===== config.mk =====
export PLATFORM = sky130hd
export DESIGN_NAME = fir_sample_feeder
export DESIGN_NICKNAME = d
export VERILOG_FILES = /design/src/rtl/fir_pkg.sv /design/src/rtl/sync_fifo.sv /design/src/rtl/fir_sample_feeder.sv
export SDC_FILE = /design/constraint.sdc
export NUM_CORES = 1
export LEC_CHECK = 0
export BUFFER_PORTS_ARGS = -buffer_cell sky130_fd_sc_hd__buf_2
export CORE_UTILIZATION = 40
export DETAILED_ROUTE_END_ITERATION = 16
export PLACE_DENSITY = 0.55
export SKIP_CTS_REPAIR_TIMING = 1
export SYNTH_ARGS = -nofsm -noshare
export SYNTH_HDL_FRONTEND = slang
export SYNTH_SLANG_ARGS = --single-unit

===== constraint.sdc =====
create_clock -name clk -period 6.25 [get_ports clk]
set_input_delay 0.9375 -clock clk [delete_from_list [all_inputs] [get_ports clk]]
set_output_delay 0.9375 -clock clk [all_outputs]
set_load 0.05 [all_outputs]

===== src/rtl/fir_pkg.sv =====
// rtl/fir_pkg.sv - shared FIR dimensions and sample-feeder state encoding
package fir_pkg;

  localparam int FIR_IN_WIDTH  = 16;
  localparam int FIR_OUT_WIDTH = 38;
  localparam int FIR_TAPS      = 64;

  typedef enum logic [1:0] {
    IDLE  = 2'd0,
    ISSUE = 2'd1,
    WAIT  = 2'd2,
    GAP   = 2'd3
  } feeder_state_t;

  // Counter width able to hold 0..n-1, never narrower than one bit.
  function automatic int idx_width(input int n);
    return (n > 1) ? $clog2(n) : 1;
  endfunction

endpackage


===== src/rtl/sync_fifo.sv =====
// rtl/sync_fifo.sv - sample buffer with wrap-bit pointers; push refused when full,
// pop ignored when empty, read data is the registered head entry.
module sync_fifo #(
  parameter int WIDTH = 16,
  parameter int DEPTH = 16
) (
  input  logic                     clk,
  input  logic                     rst_n,
  input  logic                     push,
  input  logic [WIDTH-1:0]         push_data,
  input  logic                     pop,
  output logic [WIDTH-1:0]         pop_data,
  output logic [$clog2(DEPTH):0]   count,
  output logic                     full,
  output logic                     empty
);

  localparam int AW = $clog2(DEPTH);
  localparam logic [AW:0] PTR_ONE = (AW + 1)'(1);

  logic [WIDTH-1:0] mem [DEPTH];
  logic [AW:0]      wr_ptr;
  logic [AW:0]      rd_ptr;
  logic             do_push;
  logic             do_pop;

  // Full is judged on the registered pointers only, so a same-cycle pop never opens a slot.
  assign full    = (wr_ptr[AW] != rd_ptr[AW]) && (wr_ptr[AW-1:0] == rd_ptr[AW-1:0]);
  assign empty   = (wr_ptr == rd_ptr);
  assign do_push = push && !full;
  assign do_pop  = pop && !empty;
  assign count   = wr_ptr - rd_ptr;
  assign pop_data = mem[rd_ptr[AW-1:0]];

  always_ff @(posedge clk or negedge rst_n) begin
    if (!rst_n) begin
      wr_ptr <= '0;
      rd_ptr <= '0;
    end else begin
      if (do_push) wr_ptr <= wr_ptr + PTR_ONE;
      if (do_pop)  rd_ptr <= rd_ptr + PTR_ONE;
    end
  end

  always_ff @(posedge clk) begin
    if (do_push) mem[wr_ptr[AW-1:0]] <= push_data;
  end

endmodule


===== src/rtl/fir_sample_feeder.sv =====
// rtl/fir_sample_feeder.sv - buffers upstream samples and issues them one at a time
// to the FIR, waiting for each result (or a timeout) before the next issue.
module fir_sample_feeder
  import fir_pkg::*;
#(
  parameter int DATA_WIDTH     = FIR_IN_WIDTH,
  parameter int FIFO_DEPTH     = 16,
  parameter int TIMEOUT_CYCLES = 1024,
  parameter int CNT_WIDTH      = 32
) (
  input  logic                          clk,
  input  logic                          rst,
  input  logic [DATA_WIDTH-1:0]         s_data,
  input  logic                          s_valid,
  output logic                          s_ready,
  output logic [DATA_WIDTH-1:0]         fir_input,
  output logic                          fir_input_valid,
  input  logic                          fir_output_valid,
  input  logic                          clear_err,
  output logic [$clog2(FIFO_DEPTH):0]   fifo_count,
  output logic                          busy,
  output logic                          timeout_err,
  output logic [CNT_WIDTH-1:0]          samples_done
);

  localparam int WAIT_W = idx_width(TIMEOUT_CYCLES);
  localparam logic [WAIT_W-1:0] WAIT_LAST = WAIT_W'(TIMEOUT_CYCLES - 1);
  localparam logic [WAIT_W-1:0] WAIT_ONE  = WAIT_W'(1);
  localparam logic [CNT_WIDTH-1:0] DONE_ONE = CNT_WIDTH'(1);

  feeder_state_t         state;
  logic [WAIT_W-1:0]     wait_cnt;
  logic                  ovq;
  logic                  rise;
  logic                  push;
  logic                  pop;
  logic                  fifo_full;
  logic                  fifo_empty;
  logic [DATA_WIDTH-1:0] head;

  assign s_ready = rst && !fifo_full;
  assign push    = s_valid && s_ready;
  assign pop     = (state == IDLE) && !fifo_empty;
  assign rise    = fir_output_valid && !ovq;
  assign busy    = (state != IDLE);

  sync_fifo #(
    .WIDTH (DATA_WIDTH),
    .DEPTH (FIFO_DEPTH)
  ) u_fifo (
    .clk       (clk),
    .rst_n     (rst),
    .push      (push),
    .push_data (s_data),
    .pop       (pop),
    .pop_data  (head),
    .count     (fifo_count),
    .full      (fifo_full),
    .empty     (fifo_empty)
  );

  always_ff @(posedge clk or negedge rst) begin
    if (!rst) begin
      state           <= IDLE;
      fir_input       <= '0;
      fir_input_valid <= 1'b0;
      timeout_err     <= 1'b0;
      samples_done    <= '0;
      wait_cnt        <= '0;
      ovq             <= 1'b0;
    end else begin
      ovq             <= fir_output_valid;
      fir_input_valid <= 1'b0;
      // Clear first so a timeout later in this block overrides it.
      if (clear_err) timeout_err <= 1'b0;

      case (state)
        IDLE: begin
          if (pop) begin
            fir_input       <= head;
            fir_input_valid <= 1'b1;
            state           <= ISSUE;
          end
        end
        ISSUE: begin
          wait_cnt <= '0;
          if (rise) begin
            samples_done <= samples_done + DONE_ONE;
            state        <= GAP;
          end else begin
            state <= WAIT;
          end
        end
        WAIT: begin
          wait_cnt <= wait_cnt + WAIT_ONE;
          if (rise) begin
            samples_done <= samples_done + DONE_ONE;
            state        <= GAP;
          end else if (wait_cnt == WAIT_LAST) begin
            timeout_err <= 1'b1;
            state       <= GAP;
          end
        end
        GAP:     state <= IDLE;
        default: state <= IDLE;
      endcase
    end
  end

endmodule

==> impl_metrics.csv, run 1 <==
group,metric,value,unit
run_status,status,"completed",
critical_path,r2r_cells,6,
logic_synthesis,synth-main-ff-cell,"edfxtp_1",
global_routing,grtUsageMet2,0.269,
floorplanning,pin_count,78,
logic_synthesis,avgSynthCellArea,16.0,um^2
floorplanning,die_area,0.0342,mm^2
global_routing,grt_max_degree,74,
logic_synthesis,yosysUniqueCellTypes,48,
logic_synthesis,yosysSeqAreaShare,0.711,
clocking,clock_path_buffers,3,
timing,fin_crit,4170,ps
placement,pre_cts_slack,2030,ps
global_routing,grt_use_total,0.185,
clocking,clk_latency,530,ps
placement,place_inst,1327,
power,power.total,7.10,mW
final_layout,final_nets,959,
placement,gp_congestion,0.766,
route,ant_nets,0,
clocking,tritoncts,"yes",
timing,finalMaxSlewViolations,0,
final_layout,area_growth_syn_to_layout,15.1,%
final_layout,layout_common_cells,"256 x edfxtp_1, 98 x mux2i_1, 76 x buf_2, 72 x dfrtp_1, 41 x nor2_1",
clocking,clkTransAtPathRegs,60,ps
clocking,numCtsBuffers,36,
final_layout,final_common_cell,"edfxtp_1",
timing,hold-worst-slack,466,ps
route,wl,31000,um
power,seqPwrFrac,0.393,
timing,hold_viol,0,
critical_path,required,6380,ps
power,ir_drop,423,uV
floorplanning,rows,66,
timing,fin_skew,33.9,ps
floorplanning,die_w,185,um
critical_path,crit_path_start_kind,"register",
final_layout,n_antenna_cell,0,
power,power.density,461,mW/mm^2
placement,hpwl,19400,um
route,drt-initial-drc-count,637,
power,power_frac_clock,0.292,
clocking,cts.sinks,329,
critical_path,timing.reg2reg.setup_slack,2080,ps
floorplanning,coreArea,0.0327,mm^2
timing,final-setup-viol-count,0,
final_layout,final_cells,1392,
route,vias,7395,
logic_synthesis,synth_edf_count,256,
route,drc,0,
run,maxCapViolCount,0,
global_routing,antenna_found_initial,0,
timing,timing.final.crit_share,0.668,
logic_synthesis,syn-num-nets,873,
logic_synthesis,syn-cell-area,0.0134,mm^2
critical_path,crit_type,"reg2reg",
global_routing,met1_usage,0.283,
power,power_switching,2.57,mW
logic_synthesis,ys_seq_elements,329,
global_routing,grt-ovfl-total,0,
clocking,cts-root-buf,"clkbuf_16",
floorplanning,die_h,185,um
hold_path,hold_path.class,"reg2reg",
route,post_drt_wl_per_cell,22.3,um
critical_path,arrival,4300,ps
timing,max_freq,240,MHz
global_routing,grt_pass1_wl,45800,um
timing,max_slew_margin,0.183,
placement,io_buffers,77,
global_routing,grt_pass1_vias,7255,
timing,max_slew.worst_pin.slew,1220,ps
power,intPower,4.53,mW
logic_synthesis,syn_inst,837,
power,power.share.switching,0.362,
timing,timing.setup.tns,0,ps
timing,rsz0062_at_grt,"no",
global_routing,busiest_layer,"met1",
power,p_leak,5.67,nW
final_layout,drive_above_1_share,0.184,
route,drtPass1Iterations,5,
floorplanning,start_util,0.409,
critical_path,critPathMaxFanout,26,
timing,setup_slack,2080,ps
hold_path,min_delay_path_depth,1,
global_routing,gr-usage-met3,0.0283,
power,combPwrFrac,0.315,
logic_synthesis,ys_warn_count,0,
clocking,cts-htree-levels,2,
logic_synthesis,async_reset_ff_frac,0.222,
critical_path,cp-end-kind,"register",
route,vias_per_cell,5.31,
[synth_stat cells (all sizes together), types with 17 or more instances]
master  count  area, um^2
a31oi      17         106
buf        25         165
dfrtp      73        1830
edfxtp    256        7690
inv        24        90.1
mux2i      98         981
nand2      23        86.3
nand3      19         108
nor2       41         154
o21ai      25         125
o22ai      33         206
xnor2      29         254
xor2       18         158
[final timing paths]
check / from / endpoint
max: u_fifo.rd_ptr[1]$_DFFE_PN0P_ / u_fifo.mem[3][15]$_DFFE_PP_
max reg2reg: u_fifo.rd_ptr[1]$_DFFE_PN0P_ / u_fifo.mem[3][15]$_DFFE_PP_
min reg2reg: samples_done[31]$_DFFE_PN0P_ / samples_done[31]$_DFFE_PN0P_
min in group asynchronous: rst / wait_cnt[6]$_DFFE_PN0N_
max in group asynchronous: rst / u_fifo.rd_ptr[0]$_DFFE_PN0P_
min: samples_done[31]$_DFFE_PN0P_ / samples_done[31]$_DFFE_PN0P_
[power groups by stage]
stage          sequential [mW]  clock [mW]  combinational [mW]
6_report                  2.79        2.08                2.23
5_1_grt                   2.82        2.21                2.39
2_1_floorplan             2.93           0                1.48
4_1_cts                   2.79        2.12                2.25
3_5_place_dp              2.83           0                2.24
3_3_place_gp              2.83           0                2.23
[stage by stage]
| stage | area (um^2) | utilization |
|---|---|---|
| 2_1_floorplan | 13400 | - |
| 3_3_place_gp | 14200 | 0.435 |
| 3_5_place_dp | 14200 | 0.435 |
| 4_1_cts | 15400 | 0.471 |
| 5_1_grt | 15400 | 0.471 |
| 6_report | 15400 | 0.471 |
[metal layers]
layer	routed length (um)	vias up	share of wire
li1	-	3417	-
met1	15400	3700	0.50
met2	13200	238	0.43
met3	1780	40	0.057
met4	595	0	0.019
met5	0	-	0
[logic make-up after synthesis]
group	share of synthesized area
XOR/XNOR	0.0308
adder cells (fa/ha/maj)	0.0146
AND/OR/NAND/NOR	0.0693
multiplexers	0.101
flip-flops	0.711
AO/OA/AOI/OAI	0.0496
buffers and inverters	0.0234
[critical path: stages (launching register included)]
cell and delay [ps]:
dfrtp_1 1040, inv_1 190, ha_1 360, and4_1 280
a21oi_1 830, nor3b_1 420, and2_1 680
[cell type report]
type | instances | area [um^2]
fillers | 2890 | 17300
flip-flops and latches | 329 | 9520
multi-input cells | 444 | 3600
clock buffers | 57 | 1050
well taps | 442 | 553
repair buffers | 88 | 470
clock inverters | 8 | 108
inverters | 24 | 90.1
[sequential cells by signal, indices dropped and copies added, names as in the netlist]
signal	count
u_fifo.mem	256
u_fifo.wr_ptr	5
wait_cnt	10
state	2
u_fifo.rd_ptr	5
samples_done	32
fir_input_valid	1
ovq	1
timeout_err	1
fir_input	16
Power figures use the tool's default switching activity.
==> inputs of run 2 (changes only) <==
- PLACE_DENSITY: 0.55 -> 0.57
- clock period: 6.25 -> 3.7 ns (I/O delays scaled with it)
==> run 2 against run 1 <==
  * Combinational power is 76% higher
  * Count of clock-buffer cells in the layout is 5 lower
  * Clock skew is 24 ps lower
  * Register-to-register slack worse by 1200 ps
  * Critical path type is now reg2out
  * Largest cell class unchanged
==> impl_metrics.csv, run 2 (same netlist as run 1, synthesis figures left out) <==
group,metric,value,unit
route,dr_wl_met3,1650,um
global_routing,grt_pass1_wl,45700,um
timing,max_slew_margin,0.309,
final_layout,final_cells,1416,
route,met2_length,14200,um
critical_path,r2r_cells,7,
clocking,cts-root-buf,"clkbuf_16",
route,met1_length,13600,um
power,power_switching,4.27,mW
placement,pre_cts_slack,909,ps
clocking,cts.sinks,329,
clocking,cts-htree-levels,2,
hold_path,hp-start,"clear_err",
final_layout,final_common_cell,"edfxtp_1",
timing,final-setup-viol-count,0,
critical_path,timing.reg2reg.setup_slack,870,ps
hold_path,min_delay_path_depth,2,
final_layout,nFillCells,2841,
timing,fin_skew,9.60,ps
critical_path,crit_type,"reg2out",
placement,hpwl,18900,um
route,drc,0,
route,drtPass1Iterations,5,
clocking,clk_latency,510,ps
timing,rsz0062_at_grt,"no",
power,combPwrFrac,0.331,
power,p_leak,5.78,nW
power,intPower,7.61,mW
clocking,clock_path_buffers,3,
floorplanning,start_util,0.409,
floorplanning,pin_count,78,
route,vias,7515,
global_routing,grt_use_total,0.181,
final_layout,area_growth_syn_to_layout,16.1,%
route,wl,30000,um
critical_path,critPathMaxFanout,4,
run,maxCapViolCount,0,
critical_path,arrival,2360,ps
clocking,tritoncts,"yes",
final_layout,n_antenna_cell,0,
critical_path,reg2reg_to,"u_fifo.mem[3][3]$_DFFE_PP_",
timing,max_slew.worst_pin.slew,1040,ps
floorplanning,rows,66,
final_layout,drive_above_1_share,0.202,
critical_path,r2r_start,"u_fifo.wr_ptr[3]$_DFFE_PN0P_",
route,ant_nets,0,
critical_path,cp-end-kind,"output pin",
hold_path,min_to,"timeout_err$_DFF_PN0_",
global_routing,grt_pass1_vias,7332,
power,ir_drop,684,uV
floorplanning,coreArea,0.0327,mm^2
final_layout,largest_register_ffs,256,
final_layout,multi_input_area,0.00360,mm^2
route,vias_per_cell,5.31,
route,dr.max_layer_used,"met4",
power,power_frac_clock,0.284,
hold_path,hold_path.class,"in2reg",
power,power.share.switching,0.359,
global_routing,grt_max_degree,116,
timing,hold_viol,0,
timing,setup_slack,787,ps
floorplanning,die_w,185,um
global_routing,grt-ovfl-total,0,
final_layout,final_nets,982,
final_layout,seqCellArea,0.00952,mm^2
final_layout,layout_common_cells,"256 x edfxtp_1, 98 x mux2i_1, 76 x buf_2, 72 x dfrtp_1, 41 x nor2_1",
timing,finalMaxSlewViolations,0,
timing,max_freq,343,MHz
critical_path,required,3140,ps
clocking,clkTransAtPathRegs,60,ps
power,power.density,765,mW/mm^2
timing,fin_crit,2910,ps
run_status,status,"completed",
global_routing,antenna_found_initial,0,
route,drt-initial-drc-count,520,
power,seqPwrFrac,0.386,
critical_path,crit_path_start_kind,"register",
placement,place_inst,1350,
placement,io_buffers,77,
floorplanning,die_area,0.0342,mm^2
clocking,numCtsBuffers,36,
placement,gp_congestion,0.765,
timing,timing.final.crit_share,0.787,
route,post_drt_wl_per_cell,21.2,um
floorplanning,die_h,185,um
==> run 2: cell count changes in the layout (fill, tap and decap cells not counted), sizes merged <==
cell    before  now
clkbuf      57   52
bufinv       2    1
inv         25   26
buf         88  111
clkinv       4   10
==> run 2: critical path, stage by stage (launching register included) <==
cell	delay (ps)
dfrtp_1	400
inv_1	120
ha_1	220
fa_1	410
inv_1	70
a21o_1	100
a21oi_1	80
xnor2_1	160
buf_2	290
==> run 2: final cells by class <==
cell class,count,share of cell area
inverter,24,0.00580
sequential,329,0.613
multi-input combinational,444,0.232
tap,442,0.0356
clock inverter,14,0.00645
clock buffer,52,0.0652
timing repair buffer,111,0.0422
==> run 2: through the flow <==
stage | utilization | hold slack, ps | TNS [ps] | instance area [um^2] | power (mW)
floorplan | - | 259 | -2270 | 13400 | 7.46
global placement | 0.441 | 465 | 0 | 14400 | 8.59
detailed placement | 0.441 | 473 | 0 | 14400 | 8.62
CTS | 0.475 | 193 | 0 | 15500 | 12.0
global route | 0.475 | 198 | 0 | 15500 | 12.4
finish | 0.475 | 209 | 0 | 15500 | 11.9
==> run 2: power by group through the flow <==
stage	logic, mW	registers, mW	clock network, mW
finish	3.93	4.58	3.37
CTS	3.97	4.59	3.43
detailed placement	3.96	4.66	0
floorplan	2.51	4.95	0
global placement	3.94	4.65	0
global route	4.22	4.62	3.60
==> run 2: how the worst max path moves through the flow <==
stage,cells past startpoint,to,from
after floorplan,9,u_fifo.mem[10][0]$_DFFE_PP_,u_fifo.rd_ptr[3]$_DFFE_PN0P_
after global placement,7,u_fifo.mem[3][11]$_DFFE_PP_,u_fifo.wr_ptr[3]$_DFFE_PN0P_
after detailed placement,7,u_fifo.mem[15][12]$_DFFE_PP_,u_fifo.rd_ptr[2]$_DFFE_PN0P_
after CTS,8,fifo_count[4],u_fifo.wr_ptr[0]$_DFFE_PN0P_
after global routing,7,fifo_count[4],u_fifo.rd_ptr[1]$_DFFE_PN0P_
final,8,fifo_count[4],u_fifo.wr_ptr[0]$_DFFE_PN0P_
==> run 2: layer usage <==
layer,GRT usage,vias to the layer above
li1,-,3450
met4,0.0489,0
met3,0.0311,40
met2,0.291,216
met1,0.253,3809
met5,0,-
